**src/rtl/count_seq_pkg.sv**
```systemverilog
// Shared types and constants for the count_sequencer block.
// COUNT_SEQUENCER_VERIFY_EN (see count_sequencer.sv) adds the end-value check.
package count_seq_pkg;

  localparam int unsigned WIDTH_DEFAULT = 4;

  // Wrap count saturates here at the default width.
  localparam logic [WIDTH_DEFAULT-1:0] WRAPS_SAT = '1;

  typedef enum logic [1:0] {
    StIdle  = 2'd0,
    StLoad  = 2'd1,
    StCount = 2'd2,
    StDone  = 2'd3
  } state_e;

endpackage

```
**src/rtl/sat_counter.sv**
```systemverilog
// Saturating incrementer with synchronous clear and enable; clear wins over enable.
module sat_counter
  import count_seq_pkg::*;
#(
  parameter int unsigned Width = WIDTH_DEFAULT
) (
  input  logic             clk_i,
  input  logic             rst_i,
  input  logic             clr_i,
  input  logic             en_i,
  output logic [Width-1:0] cnt_o
);

  localparam logic [Width-1:0] One = Width'(1);
  localparam logic [Width-1:0] Max = '1;

  logic [Width-1:0] cnt_q, cnt_d;

  always_comb begin
    cnt_d = cnt_q;
    if (clr_i) begin
      cnt_d = '0;
    end else if (en_i && (cnt_q != Max)) begin
      cnt_d = cnt_q + One;
    end
  end

  always_ff @(posedge clk_i or posedge rst_i) begin
    if (rst_i) begin
      cnt_q <= '0;
    end else begin
      cnt_q <= cnt_d;
    end
  end

  assign cnt_o = cnt_q;

endmodule

```
**src/rtl/count_sequencer.sv**
```systemverilog
// Drives a parallel-load counter: load a start value, issue N increments, count wraps.
// Define COUNT_SEQUENCER_VERIFY_EN to check the final counter value against start+steps.
module count_sequencer
  import count_seq_pkg::*;
#(
  parameter int unsigned WIDTH = WIDTH_DEFAULT
) (
  input  logic             clock,
  input  logic             clear,
  input  logic             cmd_valid,
  output logic             cmd_ready,
  input  logic [WIDTH-1:0] cmd_start,
  input  logic [WIDTH-1:0] cmd_steps,
  input  logic             hold,
  input  logic [WIDTH-1:0] counter_A,
  input  logic             counter_carry,
  output logic             load,
  output logic             increment,
  output logic [WIDTH-1:0] I,
  output logic             busy,
  output logic             done,
  output logic [WIDTH-1:0] wraps,
  output logic             mismatch
);

  localparam logic [WIDTH-1:0] One = WIDTH'(1);

  state_e           state_q, state_d;
  logic [WIDTH-1:0] start_q, start_d;
  logic [WIDTH-1:0] steps_q, steps_d;
  logic [WIDTH-1:0] remaining_q, remaining_d;
  logic             accept;

  assign accept = cmd_valid & cmd_ready;

  always_comb begin
    state_d     = state_q;
    start_d     = start_q;
    steps_d     = steps_q;
    remaining_d = remaining_q;
    case (state_q)
      StIdle: begin
        if (accept) begin
          start_d = cmd_start;
          steps_d = cmd_steps;
          state_d = StLoad;
        end
      end
      StLoad: begin
        if (steps_q == '0) begin
          state_d = StDone;
        end else begin
          remaining_d = steps_q;
          state_d     = StCount;
        end
      end
      StCount: begin
        if (!hold) begin
          remaining_d = remaining_q - One;
          if (remaining_q == One) begin
            state_d = StDone;
          end
        end
      end
      StDone:  state_d = StIdle;
      default: state_d = StIdle;
    endcase
  end

  always_ff @(posedge clock or posedge clear) begin
    if (clear) begin
      state_q     <= StIdle;
      start_q     <= '0;
      steps_q     <= '0;
      remaining_q <= '0;
    end else begin
      state_q     <= state_d;
      start_q     <= start_d;
      steps_q     <= steps_d;
      remaining_q <= remaining_d;
    end
  end

  // Ready is withheld while clear is asserted so nothing is offered during reset.
  assign cmd_ready = (state_q == StIdle) & ~clear;
  assign load      = (state_q == StLoad);
  assign increment = (state_q == StCount) & ~hold;
  assign I         = start_q;
  assign busy      = (state_q != StIdle);
  assign done      = (state_q == StDone);

  sat_counter #(
    .Width (WIDTH)
  ) u_wraps (
    .clk_i (clock),
    .rst_i (clear),
    .clr_i (accept),
    .en_i  (increment & counter_carry),
    .cnt_o (wraps)
  );

`ifdef COUNT_SEQUENCER_VERIFY_EN
  logic [WIDTH-1:0] expected_q, expected_d;
  logic             mismatch_q, mismatch_d;

  always_comb begin
    expected_d = expected_q;
    mismatch_d = mismatch_q;
    if (accept) begin
      expected_d = cmd_start + cmd_steps;
      mismatch_d = 1'b0;
    end else if ((state_q == StDone) && (counter_A != expected_q)) begin
      mismatch_d = 1'b1;
    end
  end

  always_ff @(posedge clock or posedge clear) begin
    if (clear) begin
      expected_q <= '0;
      mismatch_q <= 1'b0;
    end else begin
      expected_q <= expected_d;
      mismatch_q <= mismatch_d;
    end
  end

  assign mismatch = mismatch_q;
`else
  logic unused_counter_a;
  assign unused_counter_a = ^counter_A;
  assign mismatch         = 1'b0;
`endif

endmodule

```
**config.mk**
```make
export PLATFORM = sky130hd
export DESIGN_NAME = count_sequencer
export DESIGN_NICKNAME = d
export VERILOG_FILES = /design/src/rtl/count_seq_pkg.sv /design/src/rtl/sat_counter.sv /design/src/rtl/count_sequencer.sv
export SDC_FILE = /design/constraint.sdc
export NUM_CORES = 1
export LEC_CHECK = 0
export CORE_AREA = 2 2 47 58
export CTS_BUF_LIST = sky130_fd_sc_hd__clkbuf_8
export CTS_CLUSTER_DIAMETER = 120
export DETAILED_ROUTE_END_ITERATION = 8
export DIE_AREA = 0 0 49 60
export GPL_TIMING_DRIVEN = 0
export HOLD_SLACK_MARGIN = 0.06
export PLACE_DENSITY_LB_ADDON = 0.15
export REMOVE_ABC_BUFFERS = 1
export SLEW_MARGIN = 20
export SYNTH_ARGS = -nofsm -noshare
export SYNTH_HDL_FRONTEND = slang
export SYNTH_SLANG_ARGS = --single-unit
export TNS_END_PERCENT = 100
```
**constraint.sdc**
```tcl
create_clock -name clock -period 1.5 [get_ports clock]
set_clock_uncertainty 0.1 [all_clocks]
set_input_delay 0.3 -clock clock [delete_from_list [all_inputs] [get_ports clock]]
set_output_delay 0.3 -clock clock [all_outputs]
set_load 0.05 [all_outputs]
```
==> impl_metrics.env <==
export IMPL_r2r_end="u_wraps.cnt_o[3]"
export IMPL_grt_start_max_net_pins=19
export IMPL_post_route_min_period_ns=1.759
export IMPL_grt_pass1_vias=897
export IMPL_initial_utilization=0.4026
export IMPL_cts_root_buf="clkbuf_8"
export IMPL_r2r_slack_ns=-0.25
export IMPL_maxCapViolCount=0
export IMPL_worst_setup_path_start_kind="flop"
export IMPL_grt_pass1_wl_um=3974
export IMPL_firstDrtPassIters=4
export IMPL_placed_cell_area_sq_mm=0.001249
export IMPL_cp_end_kind="primary output"
export IMPL_worst_path_max_fanout=4
export IMPL_synthXorXnorAreaFrac=0.01793
export IMPL_power_density_mw_per_mm2=2271
export IMPL_p_seq_frac=0.234
export IMPL_rows=20
export IMPL_hold_buffers=0
export IMPL_final_area_sq_mm=0.001725
export IMPL_cts_sinks=18
export IMPL_clock_fmax_ghz=0.5686
export IMPL_ant_nets=0
export IMPL_clkPwrFrac=0.102
export IMPL_drc=0
export IMPL_synth_cell_types=33
export IMPL_synthTopCellsByArea="dfrtp_1 46%, ha_1 10%, mux2_2 9.2%"
export IMPL_arrival_ns=1.36
export IMPL_p_int_mw=2.175
export IMPL_drt_iter0_markers=21
export IMPL_setup_slack_ns=-0.2588
export IMPL_synth_avg_cell_area_sq_um=10.51
export IMPL_synth_top_family_by_area="simple AND/OR/NAND/NOR gates"
export IMPL_seq_area_sq_um=451.7
export IMPL_numPortBuffers=25
export IMPL_core_area_sq_mm=0.002427
export IMPL_post_dp_hpwl_um=1375
export IMPL_design_portCount=31
export IMPL_ir_worst_vdd_uv=1419
export IMPL_switching_share=0.4449
export IMPL_crit_end="increment"
export IMPL_clock_latency_ns=0.25
export IMPL_nets=170
export IMPL_r2r_start="state_q[0]"
export IMPL_setup_viol=23
export IMPL_fin_crit_sh=1.173
export IMPL_hold_class="in2async"
export IMPL_vias=918
export IMPL_layout_commonest_cell="buf_4"
export IMPL_synth_seq_cells=18
export IMPL_gp_congestion=0.8115
export IMPL_netlist_area_sq_um=977.2
export IMPL_yosysTopAreaCell="dfrtp_1"
export IMPL_clkTransAtPathRegs_ns=0.07
export IMPL_synth_top_cell_area_share=0.4609
export IMPL_grt_overflow_total=0
export IMPL_r2r_cells=7
export IMPL_slew_headroom=0.5430
export IMPL_ys_warn_count=0
export IMPL_rsz0062_at_grt="true"
export IMPL_switchingPower_mw=1.743
export IMPL_synthAdderAreaFrac=0.1024
export IMPL_die_y_um=60
export IMPL_yosys_area_share_simple=0.1460
export IMPL_routed_wl_um=2575
export IMPL_synthCells=93
export IMPL_seq_area_frac_synth=0.4609
export IMPL_cts_made_buffers=3
export IMPL_wl_per_cell_um=14.55
export IMPL_synth_compound_area_frac=0.1229
export IMPL_p_leak_nw=0.7594
export IMPL_synthMuxAreaShare=0.1024
export IMPL_place_ws_ns=-0.9757
export IMPL_hold_violations=0
export IMPL_die_area_sq_mm=0.002940
export IMPL_crit_type="reg2out"
export IMPL_finalMaxSlewViolations=0
export IMPL_worstPathRequired_ns=1.10
export IMPL_worst_slew_pin_slew_ns=0.6847
export IMPL_mostFrequentLayoutCells="20 x buf_4, 17 x dfrtp_1, 9 x clkdlybuf4s50_1"
export IMPL_track_usage=0.1810
export IMPL_status="complete, but fails checks"
export IMPL_num_fill_cells=181
export IMPL_htree_levels=1
export IMPL_cp_startpoint="state_q[1]"
export IMPL_diodes=0
export IMPL_fp_dieW_um=49
export IMPL_antenna_found_initial=0
export IMPL_violations="negative setup slack"
export IMPL_cts_max_path_buffers=2
export IMPL_cts_tree="yes"
export IMPL_drive_above_1_share=0.5208
export IMPL_syn_to_final_growth_pct=76.57
export IMPL_multi_input_area_sq_um=644.4
export IMPL_p_comb_frac=0.664
export IMPL_viasPerCell=5.186
## cell usage after synthesis
| cell | n |
|---|---|
| and2b_1 | 1 |
| o21ai_1 | 1 |
| mux2_2 | 8 |
| inv_1 | 6 |
| nand4_1 | 1 |
| or4b_1 | 1 |
| and2_1 | 1 |
| nor3_1 | 1 |
| ha_1 | 8 |
| a21o_1 | 1 |
| o2111ai_1 | 1 |
| a32oi_1 | 1 |
| conb_1 | 1 |
| mux2i_1 | 1 |
| a22oi_2 | 1 |
| buf_4 | 2 |
| o31ai_1 | 1 |
| o21ai_0 | 6 |
| a21oi_1 | 4 |
| or2b_2 | 1 |
| nand2_1 | 3 |
| nor2b_1 | 1 |
| nor2_1 | 8 |
| nand2b_1 | 1 |
| a31oi_1 | 2 |
| or2b_1 | 1 |
| nand3_1 | 5 |
| dfrtp_1 | 18 |
| nor4_1 | 1 |
| xor2_1 | 2 |
| buf_2 | 1 |
| or3_1 | 1 |
| o211ai_1 | 1 |
## logic make-up (layout without fill, tap and decap cells)
family | count (synthesis) | in the layout
AND/OR/NAND/NOR | 27 | 27
AO/OA/AOI/OAI | 19 | 19
flip-flops | 18 | 18
multiplexers | 9 | 9
buffers and inverters | 9 | 60
adder cells (fa/ha/maj) | 8 | 8
XOR/XNOR | 2 | 2
other | 1 | 1
## worst min-delay path by stage
stage	start	end	slack, ns
after floorplan	clear	I[0]	0.14
after global placement	I[3]	I[3]	0.39
after detailed placement	I[3]	I[3]	0.40
after CTS	clear	state_q[1]	0.24
after global routing	clear	u_wraps.cnt_o[2]	0.29
final	clear	remaining_q[3]	0.23
## final cells by class
cell class / count / share of cell area
timing repair buffer: 50 / 0.2944
clock buffer: 4 / 0.03191
multi-input combinational: 66 / 0.3735
tap: 33 / 0.02393
inverter: 6 / 0.01450
sequential: 18 / 0.2618
## power groups by stage
stage,combinational (mW),clock (mW),sequential [mW]
2_1_floorplan,0.927,0,1.16
3_3_place_gp,1.62,0,0.896
3_5_place_dp,1.66,0,0.909
4_1_cts,2.29,0.411,0.895
5_1_grt,2.75,0.431,0.942
6_report,2.60,0.401,0.916
## critical path, cell delays in order, from the launching register on
cell and delay, ns:
dfrtp_2 0.44, buf_6 0.13, ha_4 0.15, and2b_2 0.22, buf_8 0.15
## layer usage
layer | wire, um | track usage | up-vias | share of wire
met5 | 0 | 0 | - | 0
met4 | 59 | 0.1102 | 0 | 0.023
met3 | 127 | 0.03000 | 8 | 0.049
met2 | 1377 | 0.3229 | 34 | 0.53
met1 | 1011 | 0.2051 | 449 | 0.39
li1 | - | - | 427 | -
## per-stage QoR
step                      instances  setup TNS, ns  power (mW)    util  hold WS (ns)
after floorplan                  90         -9.121       2.084       -        0.1386
after global placement          148         -15.21       2.514  0.5144        0.3903
after detailed placement        148         -15.57       2.569  0.5144        0.3989
after CTS                       173         -2.373       3.599  0.6732        0.2435
after global routing            177         -4.586       4.123  0.7108        0.2902
final                           177         -3.570       3.918  0.7108        0.2261
## flip-flops by register name (all words and copies together) (netlist names)
register / cells
I: 4
steps_q: 4
u_wraps.cnt_o: 4
remaining_q: 4
state_q: 2
## what timing repair did
item                                    CTS  global route
pin swaps                                 6             5
cloned                                    1             0
endpoints found under the setup margin   31            24
buffers inserted                         20             5
resized for setup                        99            17
Note: power is estimated with default switching activity, not from simulation.
